**src/rtl/axis_pkt_fifo.sv**
```systemverilog
// AXI4-Stream FIFO with optional store-and-forward packet mode.
// In packet mode a packet is only presented downstream once its tlast beat is stored,
// and a packet that cannot fit in the buffer is flushed and the rest of it discarded.
module axis_pkt_fifo #(
  parameter int unsigned DATA_WIDTH      = 8,
  parameter int unsigned DEPTH           = 16,
  parameter bit          PACKET_MODE     = 1'b1,
  parameter int unsigned ALMOST_FULL_LVL = DEPTH - 2
) (
  input  logic                     aclk,
  input  logic                     areset,
  input  logic                     s_axis_tvalid,
  output logic                     s_axis_tready,
  input  logic [DATA_WIDTH-1:0]    s_axis_tdata,
  input  logic                     s_axis_tlast,
  output logic                     m_axis_tvalid,
  input  logic                     m_axis_tready,
  output logic [DATA_WIDTH-1:0]    m_axis_tdata,
  output logic                     m_axis_tlast,
  output logic [$clog2(DEPTH):0]   occupancy,
  output logic [$clog2(DEPTH):0]   pkt_count,
  output logic                     almost_full,
  output logic                     drop_pulse
);

  localparam int unsigned AW = $clog2(DEPTH);
  localparam int unsigned CW = AW + 1;

  typedef enum logic [0:0] {StPass, StDrop} state_e;

  state_e              state_q;
  logic                drop_q;
  logic [DATA_WIDTH:0] mem_q [DEPTH];
  logic [AW-1:0]       wr_ptr_q, wr_ptr_d;
  logic [AW-1:0]       rd_ptr_q, rd_ptr_d;
  logic [CW-1:0]       occ_q, occ_d;
  logic [CW-1:0]       pkt_q, pkt_d;

  logic wr_acc;   // handshake on the slave side, including beats discarded in DROP
  logic wr_en;    // beat actually stored
  logic rd_en;
  logic flush;

  assign s_axis_tready = !areset && (state_q == StDrop || occ_q < CW'(DEPTH));
  assign wr_acc        = s_axis_tvalid && s_axis_tready;
  assign wr_en         = wr_acc && (state_q == StPass);

  // Packet mode only presents data once at least one whole packet is stored.
  assign m_axis_tvalid = PACKET_MODE ? (pkt_q != '0 && state_q == StPass) : (occ_q != '0);
  assign rd_en         = m_axis_tvalid && m_axis_tready;
  assign m_axis_tdata  = mem_q[rd_ptr_q][DATA_WIDTH-1:0];
  assign m_axis_tlast  = mem_q[rd_ptr_q][DATA_WIDTH];

  // Buffer full with no complete packet: the packet can never be released, so flush it.
  assign flush = PACKET_MODE && (state_q == StPass) && (occ_q == CW'(DEPTH)) && (pkt_q == '0);

  assign occupancy   = occ_q;
  assign pkt_count   = pkt_q;
  assign almost_full = !areset && (32'(occ_q) >= ALMOST_FULL_LVL);
  assign drop_pulse  = drop_q;

  // Next-state for pointers, occupancy and packet count.
  always_comb begin
    wr_ptr_d = wr_ptr_q;
    rd_ptr_d = rd_ptr_q;
    occ_d    = occ_q;
    pkt_d    = pkt_q;
    if (rd_en) rd_ptr_d = rd_ptr_q + AW'(1);
    if (flush) begin
      wr_ptr_d = rd_ptr_q;
      occ_d    = '0;
    end else begin
      if (wr_en) wr_ptr_d = wr_ptr_q + AW'(1);
      if (wr_en && !rd_en) occ_d = occ_q + CW'(1);
      else if (!wr_en && rd_en) occ_d = occ_q - CW'(1);
    end
    if (PACKET_MODE) begin
      if ((wr_en && s_axis_tlast) && !(rd_en && m_axis_tlast)) pkt_d = pkt_q + CW'(1);
      else if (!(wr_en && s_axis_tlast) && (rd_en && m_axis_tlast)) pkt_d = pkt_q - CW'(1);
    end else begin
      pkt_d = '0;
    end
  end

  // Storage array; contents need no reset since pointers define validity.
  always_ff @(posedge aclk) begin
    if (wr_en) mem_q[wr_ptr_q] <= {s_axis_tlast, s_axis_tdata};
  end

  // Pointer, occupancy and packet-count registers.
  always_ff @(posedge aclk or posedge areset) begin
    if (areset) begin
      wr_ptr_q <= '0;
      rd_ptr_q <= '0;
      occ_q    <= '0;
      pkt_q    <= '0;
    end else begin
      wr_ptr_q <= wr_ptr_d;
      rd_ptr_q <= rd_ptr_d;
      occ_q    <= occ_d;
      pkt_q    <= pkt_d;
    end
  end

  // PASS/DROP state machine with registered one-cycle drop pulse.
  always_ff @(posedge aclk or posedge areset) begin
    if (areset) begin
      state_q <= StPass;
      drop_q  <= 1'b0;
    end else begin
      drop_q <= 1'b0;
      case (state_q)
        StPass: begin
          if (flush) begin
            state_q <= StDrop;
            drop_q  <= 1'b1;
          end
        end
        StDrop: begin
          if (wr_acc && s_axis_tlast) state_q <= StPass;
        end
        default: state_q <= StPass;
      endcase
    end
  end

endmodule

```
**config.mk**
```make
export PLATFORM = sky130hd
export DESIGN_NAME = axis_pkt_fifo
export DESIGN_NICKNAME = d
export VERILOG_FILES = /design/src/rtl/axis_pkt_fifo.sv
export SDC_FILE = /design/constraint.sdc
export NUM_CORES = 1
export LEC_CHECK = 0
export CORE_AREA = 4 4 109 111
export DETAILED_ROUTE_END_ITERATION = 6
export DIE_AREA = 0 0 113 115
export PLACE_DENSITY = 0.78
export SLEW_MARGIN = 20
export SYNTH_ARGS = -nofsm -noshare
export SYNTH_HDL_FRONTEND = slang
export SYNTH_SLANG_ARGS = --single-unit
```
**constraint.sdc**
```tcl
create_clock -name aclk -period 4.9 [get_ports aclk]
set_input_delay 0.735 -clock aclk [delete_from_list [all_inputs] [get_ports aclk]]
set_output_delay 0.735 -clock aclk [all_outputs]
set_load 0.02 [all_outputs]
```
==> metrics.txt, run 1 <==
syn nets=375; synthesized area per cell=19.6 um^2; starting utilization of the core area=0.630; Worst Setup End Kind=output port; Final Setup Violations=0; Post-Syn Instances=347; RSZ-0062 raised after global routing=false; total negative setup slack=0 ns; WL/cell=25.7 um; global route total overflow=0; TritonRoute pass-1 iters=5; register area share after synthesis=0.710; initial drt markers=346; commonest cells in the netlist=edfxtp_1, mux4_2, dfrtp_1, nor2_1, nand2_1; Min-Delay Path Class=register to register; die height=115 um; clk_skew=0.0104 ns; worst slack at placement=1.12 ns; cts bufs inserted=17; LEAKAGE=2.72 nW; period utilisation layout=0.782; startpoint types=register; port bufs=35; data required time of the worst path=4.16 ns; DR vias=3504; Setup CP Type=register to output port; DRC Markers=0; slack of the critical path=1.07 ns; DRT Wirelength=14300 um; ANT cells=0; PD cells=592 nW/um^2; CTS tree=done; initial antenna violation count=0; worst skew pair latency=0.53 ns; Worst-Margin Slew=1.05 ns; Reg clk slew, reported paths=0.06 ns; full die area=13000 um^2; status=complete, no violations; critical path arrival=3.10 ns; nets=431; Fmax=261 MHz; Mapped Area=6800 um^2; ys async rst share=0.122; vias in the first global route=3676; VDD IR-drop max=0.395 mV; Max-Cap Viols=0; GRT Total Usage=0.241; core area=10800 um^2; ys flop type=edfxtp_1; largest net degree at the start of global routing=38; cell count after placement=524; vias per cell=6.31; setup bufs post-CTS=0; warning count from the yosys run=0; hold-fix buffers at CTS=0; DP Wirelength=8630 um; number of synthesized flops with an enable pin=144; num rows=38; ANT nets after route=0; Layout area overhead=17.0%; IO Pins=36; layout cells sized above 1=0.267; most instantiated library cell after synthesis=edfxtp_1; Synth top area share=0.636; H-tree depth=4; largest cells by area after synthesis=edfxtp_1, mux4_2, dfrtp_1; CTS root buf=clkbuf_8; Netlist cell types=41; cell accounting for the most synthesized area=edfxtp_1; Max clock buf depth=2; first-pass GRT wire length=22300 um; Max-Slew Margin vs Limit=0.293; GP Congestion=0.792; synthesized flop and latch total=164; Final Max Tran Viols=0; Die X=113 um; non-filler cells, final=555; min Tclk post-route=3.83 ns; critical path fanouts, max=18; clock net sink count=164; Gates resized, CTS repair=0; Fin. Hold Viols=0
-- cell usage in the layout, fill, tap and decap left out, drive strengths merged, types with 2 or more instances in the layout --
cell type      count
mux2               5
fa                 2
clkbuf            18
bufinv             2
mux2i              2
o22ai              2
ha                13
xor2               4
a31oi              2
clkdlybuf4s50     35
inv               13
o21ai              4
a21o               3
a21oi              6
dfrtp             20
and3               5
clkinv             6
nor3               6
nand4              2
clkinvlp           3
nand3              4
xnor2              7
buf               17
nor4               6
mux4              45
edfxtp           144
nor2              16
nand2             14
-- per-layer routing --
layer | GRT usage | vias up | wire length, um
met5 | 0 | - | 0
met4 | 0.0761 | 0 | 259
met3 | 0.0626 | 24 | 1220
met2 | 0.391 | 159 | 7410
met1 | 0.327 | 1813 | 5390
li1 | - | 1508 | -
-- per-stage QoR --
| stage | utilization | hold WS, ns | power, mW | area, um^2 |
|---|---|---|---|---|
| finish | 0.737 | 0.561 | 4.71 | 7950 |
| global route | 0.737 | 0.602 | 4.95 | 7950 |
| CTS | 0.737 | 0.562 | 4.74 | 7950 |
| detailed placement | 0.686 | 0.553 | 3.48 | 7400 |
| global placement | 0.686 | 0.542 | 3.45 | 7400 |
| floorplan | - | 0.535 | 2.95 | 6800 |
-- cell families (layout without fill, tap and decap cells) --
group | after synthesis | count (layout) | synth area share
flip-flops | 164 | 164 | 0.710
multiplexers | 52 | 52 | 0.162
AO/OA/AOI/OAI | 22 | 22 | 0.0223
XOR/XNOR | 11 | 11 | 0.0142
buffers and inverters | 26 | 94 | 0.0173
adder cells (fa/ha/maj) | 15 | 15 | 0.0298
AND/OR/NAND/NOR | 57 | 57 | 0.0447
-- worst paths after layout --
kind / cells past startpoint / end / slack, ns / start
hold / removal: 1 / occupancy[4] / 0.56 / occupancy[4]
max in group asynchronous: 3 / rd_ptr_q[0] / 4.00 / areset
min in group asynchronous: 3 / pkt_count[4] / 0.66 / areset
setup / recovery: 4 / m_axis_tdata[6] / 1.07 / rd_ptr_q[0]
setup reg to reg: 12 / pkt_count[4] / 1.33 / rd_ptr_q[0]
hold reg to reg: 1 / occupancy[4] / 0.56 / occupancy[4]
-- power by group --
part / total [mW] / switching [mW] / internal [mW]
Combinational: 1.64 / 0.789 / 0.855
Clock: 1.24 / 0.517 / 0.720
Sequential: 1.83 / 0.193 / 1.63
-- critical path, stage by stage (launching register included) --
cell and delay, ns:
dfrtp_2 0.49, buf_4 0.39, mux4_2 0.59, mux4_2 0.52
clkdlybuf4s50_1 0.56
-- state kept, by name, summed over array words and instances (netlist names) --
register / flops
drop_pulse: 1
occupancy: 5
rd_ptr_q: 4
wr_ptr_q: 4
mem_q: 144
pkt_count: 5
state_q: 1
-- cell type report --
type | instances | area [um^2]
flip-flops and latches | 164 | 4830
fillers | 620 | 2840
multi-input cells | 157 | 1880
repair buffers | 52 | 478
clock buffers | 18 | 418
well taps | 140 | 175
clock inverters | 13 | 134
inverters | 11 | 41.3
No activity file was read; power rests on OpenSTA's default activity.
==> run 2: changes to the inputs <==
--- a/config.mk
+++ b/config.mk
@@ -5,10 +5,10 @@
 export SDC_FILE = /design/constraint.sdc
 export NUM_CORES = 1
 export LEC_CHECK = 0
-export CORE_AREA = 4 4 109 111
+export CORE_AREA = 4 4 113 115
 export DETAILED_ROUTE_END_ITERATION = 6
-export DIE_AREA = 0 0 113 115
-export PLACE_DENSITY = 0.78
+export DIE_AREA = 0 0 117 119
+export PLACE_DENSITY = 0.73
 export SLEW_MARGIN = 20
 export SYNTH_ARGS = -nofsm -noshare
 export SYNTH_HDL_FRONTEND = slang
==> constraint.sdc (replaced) <==
create_clock -name aclk -period 3.8 [get_ports aclk]
set_input_delay 0.57 -clock aclk [delete_from_list [all_inputs] [get_ports aclk]]
set_output_delay 0.57 -clock aclk [all_outputs]
set_load 0.02 [all_outputs]
==> run 2 against run 1 <==
Wire length is 5.6% lower; cell area is 2.1% higher; global-route usage is 2.9 points lower; critical endpoint is now m_axis_tdata[4]; critical path type unchanged; first-iteration DRC count is 15% lower; core utilization is 5.0 points lower; largest power group unchanged.
==> metrics.txt, run 2 (synthesis gave the netlist of run 1 again) <==
status=complete, no violations; most used cell along the critical path=mux4_2; worst skew pair latency=0.41 ns; CTS tree=done; VDD IR-drop max=0.435 mV; total negative setup slack=0 ns; slowest CP cell=clkdlybuf4s50_1; GP Congestion=0.819; Worst Setup End Kind=output port; Reg clk slew, reported paths=0.06 ns; nets=442; RSZ-0062 raised after global routing=false; clk_skew=0.00713 ns; critical path fanouts, max=20; overall power=6.22 mW; period utilisation layout=0.932; Hold Path Stages=1; GRT Total Usage=0.212; core area=11800 um^2; DP Wirelength=8590 um; PD cells=766 nW/um^2; port bufs=35; WL/cell=23.5 um; Fin. Hold Viols=0; min Tclk post-route=3.54 ns; vias per cell=5.95; Min-Delay Path Class=register to register; Fmax=282 MHz; critical path arrival=2.97 ns; die height=119 um; hold-fix buffers at CTS=0; LEAKAGE=2.81 nW; num rows=40; startpoint types=register; H-tree depth=4; crit-path cells=buf_4 > mux4_2 > mux4_2 > clkdlybuf4s50_1; data required time of the worst path=3.23 ns; IO Pins=36; most frequent cells in the layout=edfxtp_1, mux4_2, clkdlybuf4s50_1, buf_4, dfrtp_1; Core Util, Final=0.687; Layout area overhead=19.4%; max reg flops=144; Worst path max stage delay=0.56 ns; Final Setup Violations=0; global route total overflow=0; ANT nets after route=0; initial antenna violation count=1; initial drt markers=293; Max-Slew Margin vs Limit=0.496; clock net sink count=164; Final Max Tran Viols=0; vias in the first global route=3533; starting utilization of the core area=0.576; cell depth of the worst flop-to-flop path=11; Worst-Margin Slew=0.748 ns; full die area=13900 um^2; Gates resized, CTS repair=0; DRC Markers=0; most common cell after layout, fill and taps aside=edfxtp_1; setup bufs post-CTS=0; cts bufs inserted=17; Setup CP Type=register to output port; DR vias=3415; Die X=117 um; TritonRoute pass-1 iters=4; DRT Wirelength=13500 um; largest net degree at the start of global routing=38; first-pass GRT wire length=21000 um; ANT cells=0; Top reg by flops=mem_q; CTS root buf=clkbuf_16; layout cells sized above 1=0.283; Max clock buf depth=2; Max-Cap Viols=0
==> run 2: where the power goes <==
group	switching [mW]	internal, mW
Clock	0.679	1.09
Sequential	0.247	2.11
Combinational	0.967	1.13
==> run 2: path summary, 6_finish.rpt <==
check / start / to / slack (ns)
max: rd_ptr_q[0] / m_axis_tdata[4] / 0.26
min: pkt_count[4] / pkt_count[4] / 0.55
max reg2reg: rd_ptr_q[0] / pkt_count[4] / 0.61
min reg2reg: pkt_count[4] / pkt_count[4] / 0.55
max in group asynchronous: areset / rd_ptr_q[0] / 2.92
min in group asynchronous: areset / occupancy[1] / 0.64
==> run 2: stage by stage <==
| step | cells | hold WS [ns] | setup slack [ns] | cell area [um^2] |
|---|---|---|---|---|
| floorplan | 347 | 0.535 | 0.685 | 6800 |
| global placement | 542 | 0.531 | 0.640 | 7500 |
| detailed placement | 542 | 0.541 | 0.606 | 7500 |
| CTS | 574 | 0.549 | 0.198 | 8120 |
| global route | 574 | 0.588 | 0.0859 | 8120 |
| finish | 574 | 0.552 | 0.257 | 8120 |
==> run 2: layer usage <==
metal	track usage	vias up	part of all wire
met5	0	-	0.00096
met4	0.0538	2	0.013
met3	0.0569	14	0.060
met2	0.321	100	0.50
met1	0.311	1761	0.43
li1	-	1538	-
==> run 2: layout make-up <==
cell class | count | area, um^2
clock buffers | 17 | 425
multi-input cells | 157 | 1880
flip-flops and latches | 164 | 4830
inverters | 11 | 41.3
repair buffers | 63 | 573
well taps | 147 | 184
clock inverters | 15 | 186
fillers | 736 | 3690
==> run 2: worst max-delay path, delay by kind of cell (launching register included) <==
kind                   cells  cell delay [ns]
buffers and inverters      2             0.99
flip-flops                 1             0.51
multiplexers               2             1.05
==> run 3: changes to the inputs <==
--- a/config.mk
+++ b/config.mk
@@ -5,6 +5,7 @@
 export SDC_FILE = /design/constraint.sdc
 export NUM_CORES = 1
 export LEC_CHECK = 0
+export CAP_MARGIN = 20
 export CORE_AREA = 4 4 113 115
 export DETAILED_ROUTE_END_ITERATION = 6
 export DIE_AREA = 0 0 117 119
==> results of run 3 <==
No change in the layout: final DEF, timing and power equal those of run 2.
==> variant, RTL diff (settings of run 2) <==
Put one more register stage on the output `pkt_count`, cleared by the reset. The value now appears one clock later. The other outputs are not delayed to match.
--- a/src/rtl/axis_pkt_fifo.sv
+++ b/src/rtl/axis_pkt_fifo.sv
@@ -57,3 +57,9 @@
   assign occupancy   = occ_q;
-  assign pkt_count   = pkt_q;
+  always_ff @(posedge aclk or posedge areset) begin
+    if (areset) begin
+      pkt_count <= '0;
+    end else begin
+      pkt_count <= pkt_q;
+    end
+  end
   assign almost_full = !areset && (32'(occ_q) >= ALMOST_FULL_LVL);
Behaviour: not the same (Yosys sat finds a counterexample within 4 cycles, from zero or initial values and one cycle with areset high).
==> variant against run 2 <==
- sequential cell count is 5 higher
- total power increased by 1.1%
- routed wire length shrank 1.1%
- cell area up 1.4%
- non-clock buffer count fell by 3
- register-to-register slack improved by 40 ps
- synthesized area increased by 2.2%
- setup slack improved by 0.70 ps
- fmax about the same
- critical path depth unchanged
- hold slack got worse by 100 ps
==> variant: results (changes against run 2) <==
{| class="wikitable"
! Metric !! Value
|-
| Leak Pwr || 2.81 nW (+0.17%)
|-
| Worst-margin pin slew || 869 ps (+121 ps)
|-
| Net count after synthesis || 380 (+1.3%)
|-
| Clock latency at the later pin of the worst-skew pair || approximately 420 ps
|-
| Worst vdd ir || 0.000392 V (-10%)
|-
| Max reg flops || 144 (unchanged)
|-
| CP endpoint || m_axis_tdata[3]
|-
| Register-to-register path setup slack || 650 ps (+40 ps)
|-
| Final worst-path setup slack || 258 ps (+0.698 ps)
|-
| Fraction of final layout cells sized beyond drive strength 1 || 0.272 (-0.0117)
|-
| Wire length of the first global-routing pass || 21000 um (about the same)
|-
| Routed via count || 3426 (+0.32%)
|-
| Status || finished clean
|-
| Total Routing Usage GR || 0.213 (+0.000831)
|-
| Placed wire-length estimate after detailed placement || 8310 um (-3.3%)
|-
| Total of fill cells in the finished design || 754 (+2.4%)
|-
| Sequential element share of the synthesized area || 0.712 (+0.00254)
|-
| Setup clock skew after layout || 10.2 ps (+3.03 ps)
|-
| Avg WL per Cell || 23.2 um (-1.1%)
|-
| Dominant cells by area after synthesis || edfxtp_1, mux4_2, dfrtp_1
|-
| Number of DRC violations after detailed-routing iteration 0 || 294 (+0.34%)
|-
| Most frequent cells after synthesis || edfxtp_1, mux4_2, dfrtp_1, nor2_1, ha_1
|-
| Capturing point of the worst reg2reg path || pkt_q[4]
|-
| Number of antenna violations at the first check in global routing || 0 (-1)
|-
| RD Place Congestion || 0.770 (-6.0%)
|}
-- variant: cell count changes in the layout (fill, tap and decap cells not counted), sizes merged, moves of 2 or more --
cell / delta
mux2i: -2
clkinvlp: -2
o21ai: +4
nor3: +2
inv: -2
and2b: +2
xnor2: +2
buf: -3
a21oi: -2
dfrtp: +5
clkbuf: +2
nand2: -5
-- variant: cells by family (layout without fill, tap and decap cells) --
family	after synthesis	after routing	synth area share
XOR/XNOR	12	12	0.0151
buffers and inverters	26	101	0.0184
AND/OR/NAND/NOR	56	56	0.0457
multiplexers	49	49	0.152
AO/OA/AOI/OAI	25	25	0.0270
adder cells (fa/ha/maj)	15	15	0.0292
flip-flops	169	169	0.712
-- variant: per-layer routing --
| layer | global-route usage | vias up | routed length, um |
|---|---|---|---|
| met4 | 0.0746 | 0 | 212 |
| met5 | 0 | - | 0 |
| met2 | 0.337 | 98 | 6950 |
| li1 | - | 1547 | - |
| met3 | 0.0462 | 17 | 811 |
| met1 | 0.295 | 1764 | 5370 |
-- variant: power breakdown --
group | switching, mW | leakage [nW] | total [mW] | internal [mW]
sequential | 0.217 | 1.60 | 2.41 | 2.19
combinational | 1.00 | 0.923 | 2.11 | 1.11
clock | 0.672 | 0.294 | 1.77 | 1.10
total | 1.89 | 2.81 | 6.29 | 4.40
-- variant: area by class of cell --
type,instances,area [um2],share of cell area
multi-input combinational,157,1900,0.231
clock buffer,19,433,0.0526
timing repair buffer,60,551,0.0669
sequential,169,4950,0.602
clock inverter,13,175,0.0213
inverter,9,33.8,0.00410
tap,147,184,0.0223
-- variant: worst min-delay path by stage --
stage,from,to,slack [ps],cells past startpoint
3_5_place_dp,pkt_q[4],pkt_count[4],430,0
5_1_grt,pkt_q[4],pkt_count[4],470,0
2_1_floorplan,pkt_q[4],pkt_count[4],390,0
6_report,pkt_q[4],pkt_count[4],450,0
4_1_cts,pkt_q[4],pkt_count[4],450,0
3_3_place_gp,pkt_q[4],pkt_count[4],420,0
-- variant: through the flow --
stage | std cells | utilization | hold WS, ps | instance area, um2
2_1_floorplan | 352 | - | 393 | 6950
4_1_cts | 574 | 0.697 | 449 | 8230
5_1_grt | 574 | 0.697 | 468 | 8230
3_3_place_gp | 542 | 0.645 | 421 | 7620
3_5_place_dp | 542 | 0.645 | 430 | 7620
6_report | 574 | 0.697 | 451 | 8230
-- variant: critical path, cell delays in order (launching register included) --
cell,delay (ps)
dfrtp_2,500
buf_4,400
mux4_2,580
mux4_2,500
clkdlybuf4s50_1,560
